$ cat config.mk
export PLATFORM = sky130hd
export DESIGN_NAME = irrigation_valve_seq
export DESIGN_NICKNAME = d
export VERILOG_FILES = /design/src/rtl/irrigation_valve_seq.sv
export SDC_FILE = /design/constraint.sdc
export NUM_CORES = 1
export LEC_CHECK = 0
export ABC_AREA = 0
export CORE_UTILIZATION = 51
export CTS_CLUSTER_DIAMETER = 120
export DETAILED_ROUTE_END_ITERATION = 6
export PLACE_DENSITY = 0.81
export SLEW_MARGIN = 5
export SYNTH_ARGS = -nofsm -noshare
export SYNTH_HDL_FRONTEND = slang
export SYNTH_SLANG_ARGS = --single-unit
$ cat constraint.sdc
create_clock -name clk -period 2 [get_ports clk]
set_input_delay 0.2 -clock clk [delete_from_list [all_inputs] [get_ports clk]]
set_output_delay 0.2 -clock clk [all_outputs]
set_load 0.03 [all_outputs]
$ cat src/rtl/irrigation_valve_seq.sv
// irrigation_valve_seq
//
// Sequences one irrigation channel at a time through a valve/pump run:
//   IDLE  -> pick a channel (sprinkler > drip > specific), latch it
//   OPEN  -> latched valve open, pump off, for PUMP_DELAY cycles
//   RUN   -> latched valve and pump on, counting pump-on cycles
//   CLOSE -> pump off, latched valve still open, for PUMP_DELAY cycles
//   COOL  -> everything off for COOLDOWN cycles, then back to IDLE
//
// A run ends on an empty tank (checked first, ignores MIN_ON), on reaching
// MAX_ON pump-on cycles (timeout), or when the latched request drops after
// at least MIN_ON pump-on cycles.
//
// Optional feature macro: IRRIGATION_VALVE_SEQ_TIMEOUT_EN
//   defined   : MAX_ON limit, sticky timeout_alarm and per-channel lockout
//               (a timed-out channel is skipped until its request is seen low)
//   undefined : runs are not limited by MAX_ON, timeout_alarm is tied to 0
//               and there is no lockout
//
// Parameters:
//   PUMP_DELAY  valve-to-pump and pump-to-valve delay in cycles
//   MIN_ON      minimum pump-on cycles per run (unless the tank empties)
//   MAX_ON      maximum pump-on cycles per run
//   COOLDOWN    forced idle cycles after every run
//   CNT_W       width of the shared phase counter
//
// Ports:
//   clk              rising-edge clock
//   reset            synchronous active-high reset
//   sprinkler_req    sprinkler channel demand
//   drip_req         drip channel demand
//   specific_req     specific-zone channel demand
//   water_box[1:0]   tank level, 2'b00 = empty
//   sprinkler_valve  valve drives, at most one high at a time
//   drip_valve
//   specific_valve
//   pump             pump drive, only ever high together with a valve
//   busy             high in every state except IDLE
//   timeout_alarm    sticky flag, set when a run hits MAX_ON
//   state_dbg[2:0]   current FSM state (0 IDLE, 1 OPEN, 2 RUN, 3 CLOSE, 4 COOL)
//
// Handshake note: there is no valid/ready pairing here. Requests are level
// demands sampled only in IDLE (plus the latched one while in RUN); outputs
// are Moore levels decoded from registered state.

module irrigation_valve_seq #(
  parameter int unsigned PUMP_DELAY = 4,
  parameter int unsigned MIN_ON     = 8,
  parameter int unsigned MAX_ON     = 64,
  parameter int unsigned COOLDOWN   = 16,
  parameter int unsigned CNT_W      = 8
) (
  input  logic       clk,
  input  logic       reset,
  input  logic       sprinkler_req,
  input  logic       drip_req,
  input  logic       specific_req,
  input  logic [1:0] water_box,
  output logic       sprinkler_valve,
  output logic       drip_valve,
  output logic       specific_valve,
  output logic       pump,
  output logic       busy,
  output logic       timeout_alarm,
  output logic [2:0] state_dbg
);

  typedef enum logic [2:0] {
    S_IDLE  = 3'd0,
    S_OPEN  = 3'd1,
    S_RUN   = 3'd2,
    S_CLOSE = 3'd3,
    S_COOL  = 3'd4
  } state_t;

  localparam logic [CNT_W-1:0] CNT_SAT = '1;
  localparam longint unsigned CNT_LIMIT = (64'd1 << CNT_W) - 64'd1;

  // Elaboration-time guard: the shared counter must be able to hold every
  // timing parameter, otherwise a phase could never complete.
  if (CNT_W >= 32 || longint'(PUMP_DELAY) > CNT_LIMIT ||
      longint'(MIN_ON) > CNT_LIMIT || longint'(MAX_ON) > CNT_LIMIT ||
      longint'(COOLDOWN) > CNT_LIMIT) begin : g_bad_cnt_w
    $error("irrigation_valve_seq: CNT_W too narrow for timing parameters");
  end

  state_t           state_q, state_d;
  logic [CNT_W-1:0] cnt_q, cnt_d;
  // Latched channel, one-hot: bit0 sprinkler, bit1 drip, bit2 specific.
  logic [2:0]       chan_q, chan_d;

  logic [2:0]       req_vec;
  logic [2:0]       eligible;
  logic [2:0]       pick;
  logic             tank_empty;
  logic             latched_req;
  logic [31:0]      cnt_plus1;
  logic             delay_done;
  logic             min_met;
  logic             cool_done;
  logic             valve_on;

`ifdef IRRIGATION_VALVE_SEQ_TIMEOUT_EN
  logic [2:0]       lock_q, lock_d;
  logic             alarm_q, alarm_d;
  logic             max_hit;
  logic             timeout_now;
`endif

  assign req_vec     = {specific_req, drip_req, sprinkler_req};
  assign tank_empty  = (water_box == 2'b00);
  assign latched_req = |(chan_q & req_vec);

  // The counter holds "cycles already spent in this state"; cnt_plus1 is the
  // count including the current cycle, so a phase of length N ends on the
  // cycle where cnt_plus1 reaches N. A zero-length parameter still costs one
  // cycle in its state.
  assign cnt_plus1  = 32'(cnt_q) + 32'd1;
  assign delay_done = (cnt_plus1 >= PUMP_DELAY);
  assign min_met    = (cnt_plus1 >= MIN_ON);
  assign cool_done  = (cnt_plus1 >= COOLDOWN);

`ifdef IRRIGATION_VALVE_SEQ_TIMEOUT_EN
  assign max_hit  = (cnt_plus1 >= MAX_ON);
  assign eligible = req_vec & ~lock_q;
`else
  assign eligible = req_vec;
`endif

  // Fixed-priority pick among eligible channels.
  always_comb begin
    pick = 3'b000;
    if (eligible[0]) begin
      pick = 3'b001;
    end else if (eligible[1]) begin
      pick = 3'b010;
    end else if (eligible[2]) begin
      pick = 3'b100;
    end
  end

  // Next-state, counter and channel latch.
  always_comb begin
    state_d = state_q;
    chan_d  = chan_q;
    // Saturating increment; any state change overrides this with a clear.
    cnt_d   = (cnt_q == CNT_SAT) ? cnt_q : cnt_q + 1'b1;
`ifdef IRRIGATION_VALVE_SEQ_TIMEOUT_EN
    timeout_now = 1'b0;
`endif

    case (state_q)
      S_IDLE: begin
        cnt_d = '0;
        if (!tank_empty && (eligible != 3'b000)) begin
          chan_d  = pick;
          state_d = S_OPEN;
        end
      end

      S_OPEN: begin
        if (delay_done) begin
          state_d = S_RUN;
          cnt_d   = '0;
        end
      end

      S_RUN: begin
        // Empty tank wins over everything, including MIN_ON.
        if (tank_empty) begin
          state_d = S_CLOSE;
          cnt_d   = '0;
`ifdef IRRIGATION_VALVE_SEQ_TIMEOUT_EN
        end else if (max_hit) begin
          state_d     = S_CLOSE;
          cnt_d       = '0;
          timeout_now = 1'b1;
`endif
        end else if (!latched_req && min_met) begin
          state_d = S_CLOSE;
          cnt_d   = '0;
        end
      end

      S_CLOSE: begin
        if (delay_done) begin
          state_d = S_COOL;
          cnt_d   = '0;
        end
      end

      S_COOL: begin
        if (cool_done) begin
          state_d = S_IDLE;
          cnt_d   = '0;
          chan_d  = 3'b000;
        end
      end

      default: begin
        state_d = S_IDLE;
        cnt_d   = '0;
        chan_d  = 3'b000;
      end
    endcase
  end

  always_ff @(posedge clk) begin
    if (reset) begin
      state_q <= S_IDLE;
      cnt_q   <= '0;
      chan_q  <= 3'b000;
    end else begin
      state_q <= state_d;
      cnt_q   <= cnt_d;
      chan_q  <= chan_d;
    end
  end

`ifdef IRRIGATION_VALVE_SEQ_TIMEOUT_EN
  // A lockout is released by seeing the request low at any clock edge; a
  // fresh timeout on the same edge takes precedence and re-arms it.
  always_comb begin
    lock_d  = (lock_q & req_vec) | (timeout_now ? chan_q : 3'b000);
    alarm_d = alarm_q | timeout_now;
  end

  always_ff @(posedge clk) begin
    if (reset) begin
      lock_q  <= 3'b000;
      alarm_q <= 1'b0;
    end else begin
      lock_q  <= lock_d;
      alarm_q <= alarm_d;
    end
  end

  assign timeout_alarm = alarm_q;
`else
  assign timeout_alarm = 1'b0;
`endif

  // Outputs decode purely from registered state and the one-hot latch, so
  // at most one valve can be high and the pump only runs inside an open
  // window. Reset drops straight to IDLE, closing everything next cycle.
  assign valve_on        = (state_q == S_OPEN) || (state_q == S_RUN) ||
                           (state_q == S_CLOSE);
  assign sprinkler_valve = valve_on & chan_q[0];
  assign drip_valve      = valve_on & chan_q[1];
  assign specific_valve  = valve_on & chan_q[2];
  assign pump            = (state_q == S_RUN) && (chan_q != 3'b000);
  assign busy            = (state_q != S_IDLE);
  assign state_dbg       = state_q;

endmodule
# [Yosys cells after proc, flatten, opt, wreduce, memory -nomap -nowiden]
# Index checks and enable logic that the tools add are counted.
[op_classes] addsub=2 order_cmp=3 eq_ne=10 mux=18 n_bitwise=5 reduce_logical=17
[op_table] cell="2-to-1 mux 8 bit" count=5
[op_table] cell="2-to-1 mux 3 bit" count=10
[op_table] cell="case mux 8 bit (3 select lines)" count=1
[op_table] cell="case mux 3 bit (5 select lines)" count=1
[op_table] cell="adder 8 x 1 -> 9 bit (second input constant)" count=1
[op_table] cell=">= comparator 9 x 3 -> 1 bit (second input constant)" count=1
[op_table] cell=">= comparator 9 x 4 -> 1 bit (second input constant)" count=1
[op_table] cell=">= comparator 9 x 5 -> 1 bit (second input constant)" count=1
[op_table] cell="case mux 3 bit (3 select lines)" count=1
[op_table] cell="nonzero test 3 bit" count=3
[op_table] cell="adder 8 x 1 -> 8 bit (second input constant)" count=1
[op_table] cell="== test 8 bit (second input constant)" count=1
[op_table] cell="inequality test 2 bit (second input constant)" count=4
[op_table] cell="== test 3 x 2 -> 1 bit (second input constant)" count=2
[op_table] cell="OR reduction 3 bit" count=2
[op_table] cell="AND reduction 5 bit" count=1
[op_table] cell="AND 1 bit" count=3
[op_table] cell="AND 3 bit" count=1
[op_table] cell="== test 3 x 1 -> 1 bit (second input constant)" count=1
[op_table] cell="== test 3 bit (second input constant)" count=1
[op_table] cell="logical AND 1 bit" count=3
[op_table] cell="logical NOT 3 bit" count=1
[op_table] cell="inequality test 3 bit (second input constant)" count=1
[op_table] cell="AND reduction 3 bit" count=1
[op_table] cell="5 further kinds" count=7
[word_totals] reg_bits=14 inputBits=7 elab_cells=58

# [Depth between registers and ports, before layout]
# Gate-level depths: netlist of run 1.
[logic_depth] word_depth=7 ltp_mapped=6 mapped_depth_nobuf=6

# [Worst setup path before layout of run 1]
# Ideal clock, no wire load.
[synth_timing] kind="register to register" from="reg state_q[2] (netlist: state_dbg[2])" to="reg cnt_q[6]" setup_ns=0.073 arrival_time_ns=1.732 required_time_ns=1.927 slack_ns=0.195 path_stages_with_launch=7 n_path_buf=1 synth_period_minus_slack_ns=1.805 cell_sequence="dfxtp_1 buf_4 or3b_4 a21oi_2 nand3_1 o211a_4 nor3_2"
[synth_between] elab_chain_len=3 elab_cells_between_ends=6 classes_between="eq/ne: 4; mux: 1; reduce/logical: 1"
[synth_lines] element="from (decl)" line_no="87" rtl="state_t state_q, state_d;"
[synth_lines] element="from (signal assigned)" line_no="214" rtl="state_q <= state_d;"
[synth_lines] element="== test 3 x 1 -> 1 bit / == test 3 x 2 -> 1 bit (equally long branches)" line_no="152" rtl="case (state_q)"
[synth_lines] element="OR reduction 2 bit (no line)"
[synth_lines] element="case mux 8 bit (3 select lines) *" line_no="152"
[synth_lines] element="to (signal assigned)" line_no="215" rtl="cnt_q <= cnt_d;"
[synth_lines] element="to (decl)" line_no="88" rtl="logic [CNT_W-1:0] cnt_q, cnt_d;"
# Every way passes the cells marked *; elsewhere a longest branch is shown, timed or not.
# A chain may end at the register's enable or synchronous reset.

# [Worst setup path after layout of run 1]
[layout_timing] from="reg state_q[0] (netlist: state_dbg[0])" to="out busy"
[layout_between] elab_chain_len=1
[layout_lines] element="nonzero test 3 bit" line_no="252" rtl="assign busy = (state_q != S_IDLE);"
[layout_lines] element="to (decl)" line_no="63" rtl="output logic busy,"
# Every way passes these cells.

==> results of run 1 <==
[sequential cells by signal (all words and copies together), names as in the netlist]
register / cells
cnt_q: 8
chan_q: 3
state_dbg: 3
[routing by layer]
metal / share of wire (%) / global-route usage, % / wire [µm]
met1: 47 / 29.5 / 987
met2: 45 / 37.4 / 953
met3: 4.0 / 4.00 / 83
met4: 3.6 / 12.7 / 76
met5: 0 / 0 / 0
[synthesized netlist by cell type, drive strengths merged (2+ instances only)]
| cell | n | area share [%] |
|---|---|---|
| xor2 | 3 | 2.8 |
| a41o | 2 | 2.2 |
| inv | 4 | 1.6 |
| nor4 | 3 | 2.0 |
| dfxtp | 14 | 30 |
| ha | 3 | 4.0 |
| a21oi | 5 | 3.1 |
| nand2 | 7 | 2.8 |
| nand4 | 2 | 1.3 |
| and2 | 3 | 2.0 |
| nor3 | 10 | 6.5 |
| o21a | 3 | 2.4 |
| buf | 6 | 4.7 |
| a32o | 2 | 2.2 |
| a31oi | 2 | 1.3 |
| a21boi | 3 | 2.4 |
| nor2 | 11 | 4.4 |
| nand3 | 3 | 3.0 |
[worst min-delay path by stage]
stage | start | endpoint | slack (ns) | cells past startpoint
3_3_place_gp | chan_q[1]$_SDFFE_PP0P_ | chan_q[1]$_SDFFE_PP0P_ | 0.50 | 1
3_5_place_dp | chan_q[2]$_SDFFE_PP0P_ | chan_q[2]$_SDFFE_PP0P_ | 0.52 | 1
4_1_cts | chan_q[2]$_SDFFE_PP0P_ | chan_q[2]$_SDFFE_PP0P_ | 0.54 | 1
6_report | chan_q[2]$_SDFFE_PP0P_ | chan_q[2]$_SDFFE_PP0P_ | 0.54 | 1
5_1_grt | chan_q[0]$_SDFFE_PP0P_ | chan_q[0]$_SDFFE_PP0P_ | 0.58 | 1
2_1_floorplan | reset | state_dbg[1]$_SDFFE_PP0P_ | 0.28 | 1
[power by group through the flow]
stage	clock network [W]	logic, W	registers (W)
after floorplan	0	0.0000842	0.000311
after global placement	0	0.000128	0.000311
after detailed placement	0	0.000131	0.000312
after CTS	0.000213	0.000132	0.000306
after global routing	0.000223	0.000144	0.000309
final	0.000210	0.000131	0.000308
[worst max-delay path, delay by kind of cell (launching register included)]
| family | cells | cell delay [ns] |
|---|---|---|
| flops | 1 | 0.39 |
| simple gates | 1 | 0.32 |
| buf+inv | 2 | 0.67 |
[stage by stage]
step | utilization, % | cell area [µm²] | hold WS [ns] | total power, W | std cells
floorplan | - | 930 | 0.277 | 0.000395 | 108
global placement | 64.5 | 1100 | 0.502 | 0.000439 | 147
detailed placement | 64.5 | 1100 | 0.515 | 0.000443 | 147
CTS | 66.8 | 1140 | 0.535 | 0.000651 | 151
global route | 67.5 | 1150 | 0.578 | 0.000676 | 151
finish | 67.5 | 1150 | 0.539 | 0.000649 | 151
[kinds of logic after synthesis]
family          Yosys count
buf+inv                  10
other cells               1
simple gates             46
compound gates           29
flops                    14
mux                       1
fa+ha+maj                 3
xor+xnor                  4
[what timing repair did]
| item | in CTS | in global routing |
|---|---|---|
| resized for setup | 2 | 5 |
| hold buffers | 0 | 0 |
| setup endpoints to repair | 4 | 7 |
[cell type report]
class	instances	area, µm²
clock buffer	4	36.3
fill	139	554
inverter	4	15.0
tap	25	31.3
sequential	14	283
multi-input combinational	84	593
timing repair buffer	20	195
==> out/qor.csv, run 1 <==
stage;metric;value;unit
run_status;outcome;completed;
logic_synthesis;sequential area share after synthesis;30.1;%
global_route;global route total overflow;0;
logic_synthesis;Synth Flop Type;dfxtp_1;
cts;Post CTS Setup Buffer Count;0;
logic_synthesis;EDFF count, synth;0;
logic_synthesis;largest family of logic cells by synthesized area;simple AND/OR/NAND/NOR gates;
cts;Clock Sinks;14;
job;Max Cap Violations;0;
pwr;Peak supply drop;0.000308;V
placed_design;DP HPWL;1540;µm
pwr;Switch Pwr;0.000189;W
global_route;initial antenna violation count;0;
critical_path;CP Data Arrival Time;1.68;ns
die;Initial Util;54.4;%
sta;setup tns final;0;ns
logic_synthesis;syn nets;118;
critical_path;Crit path largest cell delay;0.60;ns
pwr;P_int;0.000460;W
drt;via/cell ratio;5.93;
global_route;total track usage;23.2;%
pwr;Leak;0.492;nW
placed_design;Final Wtd Congestion;0.875;
cts;TritonCTS clock tree;done;
sta;RSZ-0062 raised after global routing;no;
global_route;vias in the first global route;784;
critical_path;FF-to-FF End;chan_q[0]$_SDFFE_PP0P_;
logic_synthesis;Synth Register Bits;14;
global_route;first-pass GRT wire length;3400;µm
final_layout;P&R area growth vs syn;24.1;%
drt;Routed Antenna Nets;0;
sta;period utilization;93.9;%
die;DIE WIDTH;44.7;µm
drt;First DRT Iteration DRCs;44;
logic_synthesis;Simple-Gate Fraction of Synth Area;28.3;%
cts;CTS HTree Levels;1;
pwr;power share of the combinational group;20.2;%
final_layout;commonest non-fill, non-tap cells in the layout;12 x dfxtp_1, 11 x nor2_1, 10 x clkdlybuf4s50_1;
critical_path;r2r setup slk;0.18;ns
sta;fmax;0.532;GHz
placed_design;port bufs;14;
final_layout;most common cell after layout, fill and taps aside;dfxtp_1;
logic_synthesis;Avg Inst Size Synth;8.61;µm²
sta;Final WS setup;0.121;ns
die;Core Rows;15;
final_layout;share of layout cells above drive strength 1;15.9;%
die;die extent in y;44.7;µm
pwr;Cell Pwr Density;563;mW/mm²
cts;clock slew at reported path FFs;0.10;ns
drt;Vias;895;
drt;WL/cell;13.9;µm
global_route;largest net degree at the start of global routing;11;
critical_path;crit-path max FO;10;
logic_synthesis;Synth Area in Compound Gates;26.0;%
critical_path;worst setup path end;busy;
final_layout;n_diodes;0;
critical_path;Data required, critical path;1.80;ns
logic_synthesis;Adder-Cell Fraction of Synth Area;4.04;%
critical_path;Crit. End Element;output pin;
logic_synthesis;Post-Synthesis Cells;108;
critical_path;critical path type;flip-flop to output pin;
cts;root buffer cell;clkbuf_4;
sta;Slew Limit Fails;0;
critical_path;Critical Path Start;state_dbg[0]$_SDFFE_PP0P_;
pwr;Sw Share;29.2;%
logic_synthesis;Synth Area in XOR/XNOR;3.77;%
sta;crit path time final;1.88;ns
critical_path;R2R cell count;6;
pwr;Sequential Power Share;47.4;%
critical_path;critical-path cell list;nor3_1, inv_1, clkdlybuf4s50_1;
die;Core ar.;0.00171;mm²
logic_synthesis;asr flop ratio synth;0;%
sta;final hold vios;0;
sta;Setup violations, final;0;
cts;clk_lat worst skew;0.29;ns
logic_synthesis;synth warn;0;
hold_path;worst hold path class;flip-flop to flip-flop;
die;num ports;16;
drt;Residual DRC;0;
logic_synthesis;distinct cell type count after synthesis;46;
placed_design;pre-CTS setup slack;0.140;ns
logic_synthesis;mapped cell area;930;µm²
critical_path;Setup crit start kind;flip-flop;
cts;clock buffer depth;2;
logic_synthesis;mux contribution to synthesized area;1.08;%
die;Die ar.;0.00200;mm²
drt;DR pass1 iterations;4;
final_layout;nets;137;
pwr;clock share of power;32.4;%
drt;WL final;2100;µm
critical_path;Worst path slowest cell;clkdlybuf4s50_1;
cts;TritonCTS Buffers;3;
sta;Layout Skew;0.0102;ns
critical_path;FF-to-FF Start;cnt_q[1]$_SDFF_PP0_;
Power figures use the tool's default switching activity.
==> run 2: changes to the inputs <==
- CAP_MARGIN: default -> 5
- CORE_UTILIZATION: 51 -> 50
- PLACE_DENSITY: 0.81 -> 0.8
==> run 2 against run 1 <==
  * Register-to-register slack is essentially flat
  * Via count shrank 0.56%
  * Sequential share of layout area is essentially flat
  * First-iteration DRC count shrank 27%
  * Critical endpoint is now state_dbg[0]
  * Cell area shrank 0.76%
  * Highest routed layer unchanged
==> out/qor.csv, run 2 (synthesis results as in run 1) <==
stage;metric;value;unit;change
drt;WL final;2150;µm;was 2100 µm
die;die extent in y;45.1;µm;was 44.7 µm
drt;Residual DRC;0;;unchanged
sta;final hold vios;0;;unchanged
job;Max Cap Violations;0;;unchanged
drt;First DRT Iteration DRCs;32;;was 44
pwr;Sequential Power Share;46.7;%;was 47.4%
pwr;Sw Share;29.1;%;was 29.2%
global_route;initial antenna violation count;0;;unchanged
cts;clock buffer depth;2;;unchanged
pwr;Cell Pwr Density;570;mW/mm²;was 563 mW/mm²
global_route;largest net degree at the start of global routing;11;;unchanged
pwr;P_int;0.000463;W;was 0.000460 W
final_layout;post-route cell area;0.00114;mm²;was 0.00115 mm²
drt;DR pass1 iterations;5;;was 4
sta;Layout Skew;0.0119;ns;was 0.0102 ns
critical_path;r2r setup slk;0.17;ns;was 0.18 ns
sta;fmax;0.536;GHz;was 0.532 GHz
sta;RSZ-0062 raised after global routing;no;;unchanged
pwr;Switch Pwr;0.000190;W;was 0.000189 W
sta;crit path time final;1.87;ns;was 1.88 ns
critical_path;Critical Path Start;state_dbg[0]$_SDFFE_PP0P_;;unchanged
die;Initial Util;53.8;%;was 54.4%
sta;period utilization;93.4;%;was 93.9%
sta;Setup violations, final;0;;unchanged
cts;root buffer cell;clkbuf_4;;unchanged
run_status;outcome;completed;;unchanged
critical_path;Data required, critical path;1.80;ns;about the same
pwr;Leak;0.453;nW;was 0.492 nW
critical_path;FF-to-FF Start;cnt_q[1]$_SDFF_PP0_;;unchanged
pwr;power share of the combinational group;21.4;%;was 20.2%
global_route;global route total overflow;0;;unchanged
pwr;Peak supply drop;0.000350;V;was 0.000308 V
drt;via/cell ratio;5.89;;was 5.93
final_layout;share of layout cells above drive strength 1;15.1;%;was 15.9%
cts;Post CTS Setup Buffer Count;0;;unchanged
die;Die ar.;0.00204;mm²;was 0.00200 mm²
cts;clk_lat worst skew;0.29;ns;about the same
die;Core Rows;15;;unchanged
critical_path;critical path type;flip-flop to output pin;;unchanged
global_route;first-pass GRT wire length;3560;µm;was 3400 µm
critical_path;Crit. End Element;output pin;;unchanged
cts;TritonCTS clock tree;done;;unchanged
critical_path;crit-path max FO;8;;was 10
pwr;clock share of power;31.9;%;was 32.4%
final_layout;P&R area growth vs syn;23.1;%;was 24.1%
critical_path;R2R cell count;6;;unchanged
final_layout;n_diodes;0;;unchanged
placed_design;port bufs;14;;unchanged
cts;Clock Sinks;14;;unchanged
final_layout;number of flip-flops in the largest register;8;;unchanged
placed_design;Final Wtd Congestion;0.881;;was 0.875
die;num ports;16;;unchanged
cts;TritonCTS Buffers;3;;unchanged
critical_path;FF-to-FF End;chan_q[0]$_SDFFE_PP0P_;;unchanged
placed_design;DP HPWL;1650;µm;was 1540 µm
cts;CTS HTree Levels;1;;unchanged
critical_path;CP Data Arrival Time;1.67;ns;was 1.68 ns
drt;Routed Antenna Nets;0;;unchanged
hold_path;worst hold path class;flip-flop to flip-flop;;unchanged
placed_design;Placed Area;0.00110;mm²;unchanged
cts;clock slew at reported path FFs;0.09;ns;was 0.10 ns
pwr;Tot Pwr;0.000653;W;was 0.000649 W
sta;setup tns final;0;ns;unchanged
final_layout;Top reg by flops;cnt_q;;unchanged
critical_path;worst setup path end;state_dbg[0];;was busy
final_layout;nets;137;;unchanged
final_layout;commonest non-fill, non-tap cells in the layout;14 x dfxtp_1, 11 x nor2_1, 10 x clkdlybuf4s50_1;;was 12 x dfxtp_1, 11 x nor2_1, 10 x clkdlybuf4s50_1
drt;Vias;890;;was 895
die;DIE WIDTH;45.1;µm;was 44.7 µm
final_layout;most common cell after layout, fill and taps aside;dfxtp_1;;unchanged
final_layout;fill count;167;;was 139
die;Core ar.;0.00173;mm²;was 0.00171 mm²
global_route;total track usage;24.6;%;was 23.2%
drt;WL/cell;14.2;µm;was 13.9 µm
critical_path;Setup crit start kind;flip-flop;;unchanged
sta;Slew Limit Fails;0;;unchanged
global_route;vias in the first global route;857;;was 784
## run 2: changes by cell type in the layout (fill, tap and decap cells not counted), sizes merged
cell          before  now
dlygate4sd2        0    3
dlymetal6s2s       4    1
## run 2: worst max-delay path: stages (launching register included)
cell and delay (ns):
dfxtp_1 0.52, buf_4 0.19, clkdlybuf4s50_1 0.66
## run 2: area by class of cell
class	count	area [µm²]	area share, %
flip-flops and latches	14	280	24.5
multi-input cells	84	598	52.2
inverters	4	15.0	1.31
clock buffers	4	36.3	3.17
well taps	25	31.3	2.73
repair buffers	20	184	16.1
## run 2: routing by layer
metal,vias to the layer above,share of wire (%),global-route usage [%]
met5,-,0,0
met4,0,2.2,15.8
met3,4,4.8,4.40
met2,28,50,41.4
met1,417,43,28.3
li1,441,-,-
## run 2: repair_timing
action,CTS,global route
setup endpoints to repair,3,5
resized for setup,3,3
pin swaps,0,0
hold buffers,0,0
## run 2: power groups by stage
| stage | sequential [W] | clock (W) | combinational (W) |
|---|---|---|---|
| 6_report | 0.000305 | 0.000208 | 0.000140 |
| 2_1_floorplan | 0.000311 | 0 | 0.0000842 |
| 4_1_cts | 0.000303 | 0.000212 | 0.000139 |
| 3_3_place_gp | 0.000309 | 0 | 0.000136 |
| 5_1_grt | 0.000306 | 0.000225 | 0.000152 |
| 3_5_place_dp | 0.000310 | 0 | 0.000141 |
## run 2: how the worst min path moves through the flow
stage,start,to,cells after the start
2_1_floorplan,reset,state_dbg[1]$_SDFFE_PP0P_,1
3_3_place_gp,chan_q[1]$_SDFFE_PP0P_,chan_q[1]$_SDFFE_PP0P_,1
3_5_place_dp,chan_q[1]$_SDFFE_PP0P_,chan_q[1]$_SDFFE_PP0P_,1
4_1_cts,chan_q[1]$_SDFFE_PP0P_,chan_q[1]$_SDFFE_PP0P_,1
5_1_grt,chan_q[1]$_SDFFE_PP0P_,chan_q[1]$_SDFFE_PP0P_,1
6_report,chan_q[1]$_SDFFE_PP0P_,chan_q[1]$_SDFFE_PP0P_,1
## run 2: through the flow
stage	setup slack [ns]	utilization (%)	cells	hold slack, ns
2_1_floorplan	0.195	-	108	0.277
3_3_place_gp	0.213	63.8	147	0.508
3_5_place_dp	0.119	63.8	147	0.519
4_1_cts	0.0134	65.7	151	0.538
5_1_grt	0.0167	66.3	151	0.563
6_report	0.133	66.3	151	0.534
==> run 3: changes to the inputs <==
- GPL_TIMING_DRIVEN: default -> 0
- SETUP_SLACK_MARGIN: default -> 0.15
==> run 3 against run 2 <==
  * Sequential power fell by 1%
  * Largest power group unchanged
  * Non-clock buffer count is 1 higher
  * First-iteration DRC count fell by 31%
  * Sequential cell count unchanged
  * Critical path depth up 4
  * Combinational power shrank 3%
==> out/qor.csv, run 3 (synthesis results as in run 1) <==
stage;metric;value;unit;change
run_status;outcome;completed;;unchanged
final_layout;most common cell after layout, fill and taps aside;dfxtp_1;;unchanged
final_layout;share of layout cells above drive strength 1;19.8;%;was 15.1%
sta;fmax;0.567;GHz;was 0.536 GHz
critical_path;Setup crit start kind;flip-flop;;unchanged
global_route;largest net degree at the start of global routing;11;;unchanged
cts;root buffer cell;clkbuf_4;;unchanged
sta;Setup violations, final;0;;unchanged
hold_path;worst hold path class;flip-flop to flip-flop;;unchanged
cts;hold buffers post-CTS;0;;unchanged
drt;Routed Antenna Nets;0;;unchanged
global_route;vias in the first global route;751;;was 857
die;Die ar.;0.00204;mm²;unchanged
drt;WL final;1990;µm;was 2150 µm
global_route;first-pass GRT wire length;3420;µm;was 3560 µm
global_route;initial antenna violation count;0;;unchanged
global_route;total track usage;23.4;%;was 24.6%
die;Core Rows;15;;unchanged
drt;First DRT Iteration DRCs;22;;was 32
sta;Worst Tran Pin Value;0.569;ns;
cts;TritonCTS Buffers;3;;unchanged
critical_path;critical path type;flip-flop to flip-flop;;was flip-flop to output pin
cts;clk_lat worst skew;0.28;ns;was 0.29 ns
final_layout;number of flip-flops in the largest register;8;;unchanged
drt;WL/cell;13.2;µm;was 14.2 µm
sta;setup tns final;0;ns;unchanged
critical_path;Data required, critical path;2.22;ns;was 1.80 ns
pwr;Cell Pwr Density;522;mW/mm²;was 570 mW/mm²
cts;CTS HTree Levels;1;;unchanged
critical_path;R2R cell count;6;;unchanged
cts;TritonCTS clock tree;done;;unchanged
critical_path;r2r setup slk;0.24;ns;was 0.17 ns
pwr;Peak supply drop;0.000289;V;was 0.000350 V
critical_path;CP Data Arrival Time;1.98;ns;was 1.67 ns
die;DIE WIDTH;45.1;µm;unchanged
sta;final hold vios;0;;unchanged
global_route;global route total overflow;0;;unchanged
die;Initial Util;53.8;%;unchanged
final_layout;fill count;144;;was 167
final_layout;commonest non-fill, non-tap cells in the layout;12 x dfxtp_1, 11 x nor2_1, 9 x clkdlybuf4s50_1;;was 14 x dfxtp_1, 11 x nor2_1, 10 x clkdlybuf4s50_1
pwr;Leak;0.432;nW;was 0.453 nW
placed_design;port bufs;14;;unchanged
drt;via/cell ratio;5.85;;was 5.89
sta;crit path time final;1.76;ns;was 1.87 ns
sta;Max-slew headroom;61.7;%;
critical_path;crit-path max FO;9;;was 8
final_layout;Top reg by flops;cnt_q;;unchanged
critical_path;Crit. End Element;flip-flop;;was output pin
final_layout;n_diodes;0;;unchanged
sta;Slew Limit Fails;0;;unchanged
sta;RSZ-0062 raised after global routing;no;;unchanged
cts;Clock Sinks;14;;unchanged
drt;Vias;883;;was 890
placed_design;Final Wtd Congestion;0.851;;was 0.881
critical_path;Critical Path Start;state_dbg[2]$_SDFFE_PP0P_;;was state_dbg[0]$_SDFFE_PP0P_
drt;Residual DRC;0;;unchanged
pwr;Tot Pwr;0.000595;W;was 0.000653 W
sta;Layout Skew;0.00834;ns;was 0.0119 ns
drt;DR pass1 iterations;4;;was 5
die;num ports;16;;unchanged
sta;period utilization;88.2;%;was 93.4%
hold_path;worst hold endpoint;chan_q[2]$_SDFFE_PP0P_;;was chan_q[1]$_SDFFE_PP0P_
critical_path;FF-to-FF End;cnt_q[6]$_SDFF_PP0_;;was chan_q[0]$_SDFFE_PP0P_
cts;clock buffer depth;2;;unchanged
job;Max Cap Violations;0;;unchanged
final_layout;P&R area growth vs syn;22.6;%;was 23.1%
critical_path;FF-to-FF Start;state_dbg[2]$_SDFFE_PP0P_;;was cnt_q[1]$_SDFF_PP0_
hold_path;Hold Path Stages;1;;unchanged
cts;clock slew at reported path FFs;0.09;ns;about the same
hold_path;hold path start;chan_q[2]$_SDFFE_PP0P_;;was chan_q[1]$_SDFFE_PP0P_
die;die extent in y;45.1;µm;unchanged
final_layout;nets;138;;was 137
placed_design;DP HPWL;1440;µm;was 1650 µm
die;Core ar.;0.00173;mm²;unchanged
## run 3: repair_timing
action	4_1_cts	5_1_grt
pin swaps	1	1
setup buffers	1	0
endpoints found under the setup margin	9	6
gates resized for setup	10	9
## run 3: area by class of cell
| cell class | count | area, µm² | area share (%) |
|---|---|---|---|
| Multi-Input combinational cell | 84 | 609 | 53.5 |
| Sequential cell | 14 | 288 | 25.2 |
| Timing Repair Buffer | 15 | 130 | 11.4 |
| Buffer | 6 | 43.8 | 3.84 |
| Tap cell | 25 | 31.3 | 2.74 |
| Clock buffer | 3 | 22.5 | 1.98 |
| Inverter | 4 | 15.0 | 1.32 |
## run 3: worst max path at each step
stage                        endpoint  slack (ns)
2_1_floorplan     cnt_q[6]$_SDFF_PP0_        0.20
3_3_place_gp      cnt_q[0]$_SDFF_PP0_        0.04
3_5_place_dp      cnt_q[0]$_SDFF_PP0_       0.007
4_1_cts                    drip_valve        0.20
5_1_grt        chan_q[0]$_SDFFE_PP0P_        0.16
6_report          cnt_q[6]$_SDFF_PP0_        0.24
## run 3: where the power goes
part / internal [W] / leakage, nW / switching, W
sequential: 0.000289 / 0.115 / 0.0000121
combinational: 0.0000571 / 0.303 / 0.0000789
clock: 0.0000697 / 0.0138 / 0.0000883
total: 0.000416 / 0.432 / 0.000179
## run 3: critical path, cell delays in order, from the launching register on
cell      delay [ns]
dfxtp_1         0.32
buf_4           0.16
nand2b_1        0.18
nor4_1          0.54
nand2_1         0.14
o211a_4         0.20
nor3_2          0.16
## run 3: layer usage
metal / vias up / wire length [µm] / track usage, %
li1: 438 / - / -
met1: 414 / 939 / 30.2
met2: 24 / 909 / 35.9
met3: 7 / 81 / 4.80
met4: 0 / 63 / 13.3
met5: - / 0 / 0
## run 3: stage by stage
stage / setup WS, ns / cell area [µm²] / instances / hold slack (ns) / util (%)
global route: 0.158 / 1140 / 151 / 0.562 / 66.0
detailed placement: 0.00717 / 1100 / 147 / 0.511 / 63.8
CTS: 0.201 / 1140 / 151 / 0.536 / 66.3
global placement: 0.0353 / 1100 / 147 / 0.508 / 63.8
floorplan: 0.195 / 930 / 108 / 0.277 / -
finish: 0.237 / 1140 / 151 / 0.529 / 66.0
